### src/rtl/uart_pkg.sv
// Shared UART definitions: receiver FSM state encoding and oversampling constants.
package uart_pkg;

    typedef enum logic [2:0] {
        IDLE     = 3'd0,
        START    = 3'd1,
        DATA     = 3'd2,
        STOP     = 3'd3,
        BRK_WAIT = 3'd4
    } state_t;

    localparam int OVS = 16;
    localparam int MID = 7;

endpackage

### src/rtl/uart_rx_frontend_if.sv
// Receive-side bundle: serial line in, assembled byte with done/error flags and the oversample tick out.
interface uart_rx_frontend_if #(
    parameter int DBIT = 8
);
    logic            i_rx;
    logic [DBIT-1:0] o_data;
    logic            o_rx_done_tick;
    logic            o_frame_err;
    logic            o_s_tick;

    modport master (
        input  i_rx,
        output o_data,
        output o_rx_done_tick,
        output o_frame_err,
        output o_s_tick
    );

    modport slave (
        output i_rx,
        input  o_data,
        input  o_rx_done_tick,
        input  o_frame_err,
        input  o_s_tick
    );
endinterface

### src/rtl/uart_rx_frontend_baud_tick_gen.sv
// Free-running mod-DVSR counter producing a one-clock oversample tick; shared with the transmitter.
module baud_tick_gen #(
    parameter int DVSR      = 163,
    parameter int DVSR_BITS = 9
) (
    input  logic i_clk,
    input  logic i_reset_n,
    output logic o_s_tick
);
    localparam logic [DVSR_BITS-1:0] LAST = DVSR_BITS'(DVSR - 1);

    logic [DVSR_BITS-1:0] cnt;

    // Count 0..DVSR-1 and wrap; the tick is the terminal count.
    always_ff @(posedge i_clk or negedge i_reset_n) begin
        if (!i_reset_n) begin
            cnt <= '0;
        end else if (cnt == LAST) begin
            cnt <= '0;
        end else begin
            cnt <= cnt + 1'b1;
        end
    end

    assign o_s_tick = (cnt == LAST);

endmodule

### src/rtl/uart_rx_frontend.sv
// UART receive front end: two-flop line synchroniser, 16x oversampling deframer, break handling.
module uart_rx_frontend
    import uart_pkg::*;
#(
    parameter int DBIT      = 8,
    parameter int SB_TICK   = 16,
    parameter int DVSR      = 163,
    parameter int DVSR_BITS = 9
) (
    input  logic                i_clk,
    input  logic                i_reset_n,
    uart_rx_frontend_if.master  rx_if
);
    localparam int N_W = (DBIT > 1) ? $clog2(DBIT) : 1;
    localparam int S_W = $clog2((SB_TICK > OVS) ? SB_TICK : OVS);

    logic            rx_meta_p0;
    logic            rx_s;
    logic            s_tick;

    state_t          state, state_nxt;
    logic [S_W-1:0]  s, s_nxt;
    logic [N_W-1:0]  n, n_nxt;
    logic [DBIT-1:0] b, b_nxt;
    logic [DBIT-1:0] data, data_nxt;
    logic            done, done_nxt;
    logic            ferr, ferr_nxt;

    baud_tick_gen #(
        .DVSR      (DVSR),
        .DVSR_BITS (DVSR_BITS)
    ) u_baud_tick_gen (
        .i_clk     (i_clk),
        .i_reset_n (i_reset_n),
        .o_s_tick  (s_tick)
    );

    // Two-flop synchroniser on the asynchronous line, reset to the idle level.
    always_ff @(posedge i_clk or negedge i_reset_n) begin
        if (!i_reset_n) begin
            rx_meta_p0 <= 1'b1;
            rx_s       <= 1'b1;
        end else begin
            rx_meta_p0 <= rx_if.i_rx;
            rx_s       <= rx_meta_p0;
        end
    end

    // FSM state, counters, shift register and registered outputs.
    always_ff @(posedge i_clk or negedge i_reset_n) begin
        if (!i_reset_n) begin
            state <= IDLE;
            s     <= '0;
            n     <= '0;
            b     <= '0;
            data  <= '0;
            done  <= 1'b0;
            ferr  <= 1'b0;
        end else begin
            state <= state_nxt;
            s     <= s_nxt;
            n     <= n_nxt;
            b     <= b_nxt;
            data  <= data_nxt;
            done  <= done_nxt;
            ferr  <= ferr_nxt;
        end
    end

    // Next-state logic: verify start at its midpoint, sample each bit 16 ticks later, check stop.
    always_comb begin
        state_nxt = state;
        s_nxt     = s;
        n_nxt     = n;
        b_nxt     = b;
        data_nxt  = data;
        done_nxt  = 1'b0;
        ferr_nxt  = ferr;
        case (state)
            IDLE: begin
                if (!rx_s) begin
                    state_nxt = START;
                    s_nxt     = '0;
                end
            end
            START: begin
                if (s_tick) begin
                    if (s == S_W'(MID)) begin
                        if (!rx_s) begin
                            state_nxt = DATA;
                            s_nxt     = '0;
                            n_nxt     = '0;
                        end else begin
                            state_nxt = IDLE;
                        end
                    end else begin
                        s_nxt = s + 1'b1;
                    end
                end
            end
            DATA: begin
                if (s_tick) begin
                    if (s == S_W'(OVS - 1)) begin
                        s_nxt = '0;
                        b_nxt = {rx_s, b[DBIT-1:1]};
                        if (n == N_W'(DBIT - 1)) begin
                            state_nxt = STOP;
                        end else begin
                            n_nxt = n + 1'b1;
                        end
                    end else begin
                        s_nxt = s + 1'b1;
                    end
                end
            end
            STOP: begin
                if (s_tick) begin
                    if (s == S_W'(SB_TICK - 1)) begin
                        data_nxt  = b;
                        done_nxt  = 1'b1;
                        ferr_nxt  = ~rx_s;
                        state_nxt = rx_s ? IDLE : BRK_WAIT;
                    end else begin
                        s_nxt = s + 1'b1;
                    end
                end
            end
            BRK_WAIT: begin
                if (rx_s) begin
                    state_nxt = IDLE;
                end
            end
            default: begin
                state_nxt = IDLE;
            end
        endcase
    end

    assign rx_if.o_data         = data;
    assign rx_if.o_rx_done_tick = done;
    assign rx_if.o_frame_err    = ferr;
    assign rx_if.o_s_tick       = s_tick;

endmodule
### src/flat_wrapper.sv
// flat-port wrapper written by rule: the top's interface ports become plain ports
module uart_rx_frontend_flat import uart_pkg::*;
#(
    parameter int DBIT      = 8,
    parameter int SB_TICK   = 16,
    parameter int DVSR      = 163,
    parameter int DVSR_BITS = 9
)
  (i_clk, i_reset_n, rx_if_i_rx, rx_if_o_data, rx_if_o_rx_done_tick, rx_if_o_frame_err, rx_if_o_s_tick);
  uart_rx_frontend_if #(.DBIT(DBIT)) rx_if_i ();
  input  logic i_clk;
  input  logic i_reset_n;
  input wire logic [$bits(rx_if_i.i_rx)-1:0] rx_if_i_rx;
  output wire logic [$bits(rx_if_i.o_data)-1:0] rx_if_o_data;
  output wire logic [$bits(rx_if_i.o_rx_done_tick)-1:0] rx_if_o_rx_done_tick;
  output wire logic [$bits(rx_if_i.o_frame_err)-1:0] rx_if_o_frame_err;
  output wire logic [$bits(rx_if_i.o_s_tick)-1:0] rx_if_o_s_tick;
  assign rx_if_i.i_rx = rx_if_i_rx;
  assign rx_if_o_data = rx_if_i.o_data;
  assign rx_if_o_rx_done_tick = rx_if_i.o_rx_done_tick;
  assign rx_if_o_frame_err = rx_if_i.o_frame_err;
  assign rx_if_o_s_tick = rx_if_i.o_s_tick;
  uart_rx_frontend #(.DBIT(DBIT), .SB_TICK(SB_TICK), .DVSR(DVSR), .DVSR_BITS(DVSR_BITS)) u_core (.i_clk(i_clk), .i_reset_n(i_reset_n), .rx_if(rx_if_i));
endmodule
### config.mk
export PLATFORM = sky130hd
export DESIGN_NAME = uart_rx_frontend_flat
export DESIGN_NICKNAME = d
export VERILOG_FILES = /design/src/rtl/uart_pkg.sv /design/src/rtl/uart_rx_frontend_if.sv /design/src/rtl/uart_rx_frontend_baud_tick_gen.sv /design/src/rtl/uart_rx_frontend.sv /design/src/flat_wrapper.sv
export SDC_FILE = /design/constraint.sdc
export NUM_CORES = 1
export LEC_CHECK = 0
export ABC_AREA = 1
export CORE_MARGIN = 2
export CORE_UTILIZATION = 30
export DETAILED_ROUTE_END_ITERATION = 12
export SLEW_MARGIN = 40
export SYNTH_ARGS = -nofsm -noshare
export SYNTH_HDL_FRONTEND = slang
export SYNTH_SLANG_ARGS = --single-unit
### constraint.sdc
create_clock -name i_clk -period 1.7 [get_ports i_clk]
set_clock_uncertainty 0.2 [all_clocks]
set_input_delay 0.34 -clock i_clk [delete_from_list [all_inputs] [get_ports i_clk]]
set_output_delay 0.34 -clock i_clk [all_outputs]
set_load 0.1 [all_outputs]
# Yosys cells after proc, flatten, opt, wreduce, memory -nomap -nowiden
# Cells that the tools add are included.
# Widths: inputs -> output; s select.
# word_totals
regBits	39
latchBits	0
ramBits	0
romBits	0
input_bits	3
output_inout_bits	11
word_cells	73
n_memories	0
# op_classes
add_sub_neg	3
mul	0
div_mod_pow	0
magnitude_cmp	0
eq_ne	20
n_shift	0
mux	31
n_bitwise	1
reduce_logical	8
# ops
operator	n
$mux 3	16
$mux 4	7
$pmux 4 s4	1
$pmux 3 s5	1
$ne 2x2->1 const B	7
$ne 2x1->1 const B	5
$add 9x1->9 const B	1
$eq 9x8->1 const B	1
$mux 9	1
$reduce_and 9->1	1
$reduce_and 7->1	1
$eq 3x2->1 const B	2
$eq 3x3->1 const B	2
$pmux 3 s2	1
$reduce_and 3->1	2
$reduce_and 5->1	1
$add 4x1->4 const B	1
$eq 4x3->1 const B	1
$eq 4x4->1 const B	1
$reduce_bool 4->1	1
$add 3x1->3 const B	1
$eq 3x1->1 const B	1
$logic_not 3->1	1
$mux 1	3
3 further kinds	3

# Logic depth before layout (Yosys ltp)
# depth
depth_word	5
depth_mapped	11
depth_no_buf	11

# Hierarchy
# From an unflattened synthesis, not the netlist that was laid out.
# unflattened
cells_unflattened	265
hier_area_um2	2178.3
# by_module_without_submodules
mod	instances	cells_per_inst	area_per_inst_um2	seq_area_each_um2
uart_rx_frontend	1	200	1689.1	753.2
baud_tick_gen	1	65	489.2	225.2

# Worst setup path before layout
# No wires, ideal clock.
# synth_timing
path_kind	register -> register
startpoint	reg u_core.u_baud_tick_gen.cnt[0]
endpoint	reg u_core.ferr (netlist: u_core.rx_if.o_frame_err)
setup_ns	0.125
arrival_time_ns	1.753
t_required_ns	1.375
path_slack_ns	-0.378
path_stages_with_launch	11
n_path_buf	1
period_less_slack_ns	2.078
path_cell_list	dfrtp_1 inv_1 ha_1 nand2_1 nor2_1 nand2_1 inv_2 nand2_2 buf_6 nand2_1 o21ai_1
# synth_between
elab_chain_cells	2
# synth_lines
element	line	rtl
start: declaration	uart_rx_frontend_baud_tick_gen.sv:12	logic [DVSR_BITS-1:0] cnt;
start signal: assignment	uart_rx_frontend_baud_tick_gen.sv:21	cnt <= cnt + 1'b1;
$eq 9x8->1	uart_rx_frontend_baud_tick_gen.sv:25	assign o_s_tick = (cnt == LAST);
net rx_if_o_s_tick	flat_wrapper.sv:17	output wire logic [$bits(rx_if_i.o_s_tick)-1:0] rx_if_o_s_tick;
$reduce_and 3->1 (no source line)	--	
end signal: assignment	uart_rx_frontend.sv:66	ferr <= ferr_nxt;
end: declaration	uart_rx_frontend.sv:27	logic ferr, ferr_nxt;
# The timed path passes the listed nets, and every way through them passes these cells.
# A chain may end at the register's enable or synchronous reset.

# Final worst setup path
# layout_timing
startpoint	reg u_core.u_baud_tick_gen.cnt[0]
endpoint	out rx_if_o_s_tick
# layout_between
elab_chain_cells	1
# layout_lines
element	line
$eq 9x8->1	uart_rx_frontend_baud_tick_gen.sv:25
end: declaration	flat_wrapper.sv:17
# Every way passes these cells.

==> impl_metrics.prom <==
# TYPE chip_impl_metric gauge
chip_impl_metric{name="clock_pin_slew_on_the_worst_setup_and_hold_paths",unit="ns"} 0.08
chip_impl_info{name="failed_checks",value="setup timing"} 1
chip_impl_metric{name="timing.final.crit_period",unit="ns"} 1.91
chip_impl_metric{name="synthesis.nets",unit=""} 266
chip_impl_metric{name="row_count",unit=""} 29
chip_impl_metric{name="drt-initial-drc-count",unit=""} 75
chip_impl_metric{name="maximum_number_of_pins_on_one_net_before_global_route_repair",unit=""} 18
chip_impl_metric{name="drtPass1Iterations",unit=""} 4
chip_impl_metric{name="detailed_route_wire_length_per_cell",unit="um"} 11.3
chip_impl_metric{name="slowest_delay",unit="ns"} 0.38
chip_impl_info{name="cts_tree",value="built"} 1
chip_impl_info{name="clockRootBuffer",value="sky130_fd_sc_hd__clkbuf_8"} 1
chip_impl_metric{name="r2r.worst_path.cells",unit=""} 12
chip_impl_metric{name="max_slew_margin",unit="%"} 72.1
chip_impl_info{name="unrepaired_setup_endpoints_after_global_routing",value="yes"} 1
chip_impl_metric{name="worst_slew_pin_slew",unit="ns"} 0.418
chip_impl_metric{name="timing.reg2reg.setup_slack",unit="ns"} -0.15
chip_impl_metric{name="route.vias.total",unit=""} 1820
chip_impl_metric{name="power_per_unit_of_standard_cell_area",unit="mW/mm^2"} 601
chip_impl_info{name="yosys.cell_count.top_type",value="sky130_fd_sc_hd__nand2_1"} 1
chip_impl_metric{name="post_synth_num_cell_types",unit=""} 20
chip_impl_metric{name="worst_slack",unit="ns"} -0.211
chip_impl_info{name="synth_common_cells",value="81 x sky130_fd_sc_hd__nand2_1, 37 x sky130_fd_sc_hd__dfrtp_1, 30 x sky130_fd_sc_hd__inv_1, 21 x sky130_fd_sc_hd__nand3_1, 21 x sky130_fd_sc_hd__nor2_1"} 1
chip_impl_info{name="reg2reg_from",value="u_core.u_baud_tick_gen.cnt[0]"} 1
chip_impl_metric{name="min_delay_path_depth",unit=""} 0
chip_impl_info{name="critPathSlowestCell",value="sky130_fd_sc_hd__dfrtp_1"} 1
chip_impl_metric{name="cap_viol_max_count",unit=""} 0
chip_impl_metric{name="chipWidth",unit="um"} 85.3
chip_impl_info{name="min_to",value="u_core.rx_s"} 1
chip_impl_info{name="setup.worst_path.end_class",value="output port"} 1
chip_impl_metric{name="antenna_violations_before_repair",unit=""} 0
chip_impl_metric{name="power.ir.vdd_worst",unit="mV"} 0.538
chip_impl_metric{name="p_leak",unit="nW"} 1.48
chip_impl_metric{name="syn_area",unit="mm^2"} 0.00198
chip_impl_metric{name="count_of_flip_flops_with_a_built_in_enable_after_synthesis",unit=""} 0
chip_impl_info{name="r2r-end",value="u_core.s[2]"} 1
chip_impl_info{name="synth_ff_type",value="sky130_fd_sc_hd__dfrtp_1"} 1
chip_impl_info{name="hp_class",value="reg -> reg"} 1
chip_impl_metric{name="floorplan.io_pins",unit=""} 14
chip_impl_metric{name="detailed_place_hpwl",unit="mm"} 3.03
chip_impl_metric{name="floorplan.initialDensity",unit="%"} 31.2
chip_impl_metric{name="cts_num_sinks",unit=""} 39
chip_impl_info{name="cp-start-kind",value="flop"} 1
chip_impl_metric{name="timing.final.setup_violations",unit=""} 19
chip_impl_metric{name="fp.dieArea",unit="mm^2"} 0.00727
chip_impl_metric{name="postSynth.asyncResetShare",unit="%"} 100
chip_impl_metric{name="cp_num_buf_inv",unit=""} 3
chip_impl_metric{name="final_net_count",unit=""} 328
chip_impl_info{name="yosys-top-cells-area",value="sky130_fd_sc_hd__dfrtp_1 47%, sky130_fd_sc_hd__nand2_1 15%, sky130_fd_sc_hd__inv_1 5.7%"} 1
chip_impl_metric{name="clockBufferDepth",unit=""} 2
chip_impl_metric{name="timing.critical_path.fanout_max",unit=""} 2
chip_impl_metric{name="cts_made_buffers",unit=""} 5
chip_impl_metric{name="route.detailed.vias_per_inst",unit=""} 4.57
chip_impl_metric{name="number_of_global_route_vias_before_repair",unit=""} 1784
chip_impl_info{name="status",value="finished, violations left"} 1
chip_impl_metric{name="place.port_buffers",unit=""} 13
chip_impl_metric{name="synth.yosys.warnings",unit=""} 0
chip_impl_info{name="path_delay_family",value="flip-flops"} 1
chip_impl_metric{name="timing_hold_violations_final",unit=""} 0
chip_impl_metric{name="timing_max_transition_violations_final",unit=""} 0
chip_impl_metric{name="timing.final.crit_share",unit="%"} 112
chip_impl_info{name="crit_path_cell_trace",value="inv_1 > ha_1 > nand2_2 > nor2_4 > nand2_4 > inv_12 > buf_12"} 1
chip_impl_metric{name="area_delta_synth_final",unit="%"} 48.6
chip_impl_metric{name="critPathArrivalTime",unit="ns"} 1.37
chip_impl_metric{name="filler_instances",unit=""} 596
chip_impl_metric{name="hold_ws",unit="ns"} 0.164
chip_impl_metric{name="gr-usage-all-layers",unit="%"} 13.4
chip_impl_metric{name="timing.fmax",unit="MHz"} 523
chip_impl_metric{name="globalRouteOverflowTotal",unit=""} 0
chip_impl_metric{name="final_layout_setup_total_negative_slack",unit="ns"} -1.29
chip_impl_metric{name="clock_insertion_delay_worst_skew",unit="ns"} 0.29
chip_impl_metric{name="synth_top_area_share",unit="%"} 46.7
chip_impl_metric{name="ys_seq_area_share",unit="%"} 49.4
chip_impl_metric{name="synth_seq_cells",unit=""} 39
chip_impl_metric{name="drive_gt1_share",unit="%"} 34.9
chip_impl_metric{name="first_pass_grt_wire_length",unit="mm"} 7.79
chip_impl_metric{name="drtAntennaViolNets",unit=""} 0
chip_impl_metric{name="gpl.final_weighted_congestion",unit=""} 0.902
chip_impl_metric{name="placeableCoreArea",unit="mm^2"} 0.00635
chip_impl_metric{name="post-route-drc-count",unit=""} 0
chip_impl_metric{name="cts_max_level",unit=""} 2
chip_impl_metric{name="worst-endpoint-required",unit="ns"} 1.16
chip_impl_info{name="path_class",value="reg -> out"} 1
chip_impl_info{name="post-synth-top-area-cell",value="sky130_fd_sc_hd__dfrtp_1"} 1
chip_impl_metric{name="synth_area_per_cell",unit="um^2"} 7.68
chip_impl_info{name="hold_path_start",value="u_core.rx_meta_p0"} 1
chip_impl_metric{name="antenna_cells",unit=""} 0
chip_impl_metric{name="post_syn_instances",unit=""} 258
chip_impl_metric{name="dieHeight",unit="um"} 85.3
chip_impl_metric{name="routed_wl",unit="mm"} 4.50
[layer usage]
| metal | share of wire, % | global-route usage, % |
|---|---|---|
| met1 | 47 | 17.3 |
| met2 | 49 | 21.0 |
| met3 | 3.0 | 4.67 |
| met4 | 1.5 | 4.33 |
| met5 | 0 | 0 |
[how the worst max path moves through the flow]
stage / from / to / depth (start not counted)
global placement: u_core.s[0] / u_core.n[0] / 8
detailed placement: u_core.u_baud_tick_gen.cnt[6] / u_core.n[0] / 8
CTS: u_core.u_baud_tick_gen.cnt[0] / rx_if_o_s_tick / 7
floorplan: u_core.u_baud_tick_gen.cnt[0] / u_core.rx_if.o_frame_err / 10
finish: u_core.u_baud_tick_gen.cnt[0] / rx_if_o_s_tick / 7
global route: u_core.u_baud_tick_gen.cnt[0] / rx_if_o_s_tick / 7
[layout make-up]
cell class,count,area (um^2),area share (%)
Multi-Input combinational cell,178,1020,34.7
Sequential cell,39,980,33.3
Timing Repair Buffer,56,564,19.2
Inverter,40,165,5.61
Tap cell,77,96.3,3.27
Clock buffer,5,68.8,2.34
Clock inverter,3,47.5,1.61
[kinds of logic after synthesis]
| kind of cell | share of synthesized area (%) |
|---|---|
| buffers and inverters | 8.65 |
| DFF | 49.4 |
| adders and majority gates | 3.16 |
| xor gates and xnor gates | 0.885 |
| and+or+nand+nor | 30.4 |
| AOI/OAI and AO/OA | 7.45 |
[report_power, final]
group          total (mW)  switching, mW  internal, mW
clock               0.800          0.356         0.445
sequential          0.933        0.00212         0.931
combinational      0.0360         0.0250        0.0110
[per-stage QoR]
step	setup WS, ns	utilization [%]	instance area (um^2)	std cells	power, mW
detailed placement	-0.0954	39.5	2510	370	0.988
CTS	-0.271	42.9	2720	382	1.80
global route	-0.303	46.4	2940	398	1.86
global placement	-0.0372	39.5	2510	370	0.987
finish	-0.211	46.4	2940	398	1.77
floorplan	0.0134	-	2010	258	0.955
[sequential cells by signal, indices dropped and copies added, names as in the netlist]
| name | cells |
|---|---|
| u_core.state | 3 |
| u_core.b | 8 |
| u_core.rx_if.o_rx_done_tick | 1 |
| u_core.rx_s | 1 |
| u_core.s | 4 |
| u_core.rx_if.o_frame_err | 1 |
| u_core.rx_if.o_data | 8 |
| u_core.n | 3 |
| u_core.rx_meta_p0 | 1 |
| u_core.u_baud_tick_gen.cnt | 9 |
[worst register-to-register path, stage by stage, from the launching register on]
cell and delay [ns]:
sky130_fd_sc_hd__dfrtp_1 0.38, sky130_fd_sc_hd__inv_1 0.06, sky130_fd_sc_hd__ha_1 0.15, sky130_fd_sc_hd__nand2_2 0.07, sky130_fd_sc_hd__nor2_4 0.11, sky130_fd_sc_hd__nand2_4 0.09
sky130_fd_sc_hd__buf_4 0.17, sky130_fd_sc_hd__nand2_1 0.08, sky130_fd_sc_hd__nand2_2 0.08, sky130_fd_sc_hd__nor2_4 0.16, sky130_fd_sc_hd__buf_4 0.13, sky130_fd_sc_hd__nand2_1 0.04
sky130_fd_sc_hd__o21ai_0 0.06
[repair_timing]
item,4_1_cts,5_1_grt
resized for setup,14,28
cloned,0,2
setup buffers,3,14
pin swaps,1,6
hold endpoints to repair,14,0
hold buffers,1,0
endpoints found under the setup margin,12,32
[cells in the final DEF (no fill, tap or decap), types with 2 or more instances in the layout]
cell and n:
sky130_fd_sc_hd__a21oi_1 3, sky130_fd_sc_hd__buf_12 11, sky130_fd_sc_hd__buf_4 41, sky130_fd_sc_hd__clkbuf_8 5, sky130_fd_sc_hd__dfrtp_1 36, sky130_fd_sc_hd__dfstp_2 2
sky130_fd_sc_hd__ha_1 4, sky130_fd_sc_hd__inv_1 29, sky130_fd_sc_hd__inv_2 9, sky130_fd_sc_hd__nand2_1 68, sky130_fd_sc_hd__nand2_2 8, sky130_fd_sc_hd__nand2_4 7
sky130_fd_sc_hd__nand2_8 2, sky130_fd_sc_hd__nand3_1 17, sky130_fd_sc_hd__nand3_2 4, sky130_fd_sc_hd__nand4_1 9, sky130_fd_sc_hd__nor2_1 17, sky130_fd_sc_hd__nor2_2 2
sky130_fd_sc_hd__nor2_4 7, sky130_fd_sc_hd__o21ai_0 7, sky130_fd_sc_hd__o21ai_1 13, sky130_fd_sc_hd__o21ai_2 3, sky130_fd_sc_hd__xor2_1 2
Power figures use the tool's default switching activity.
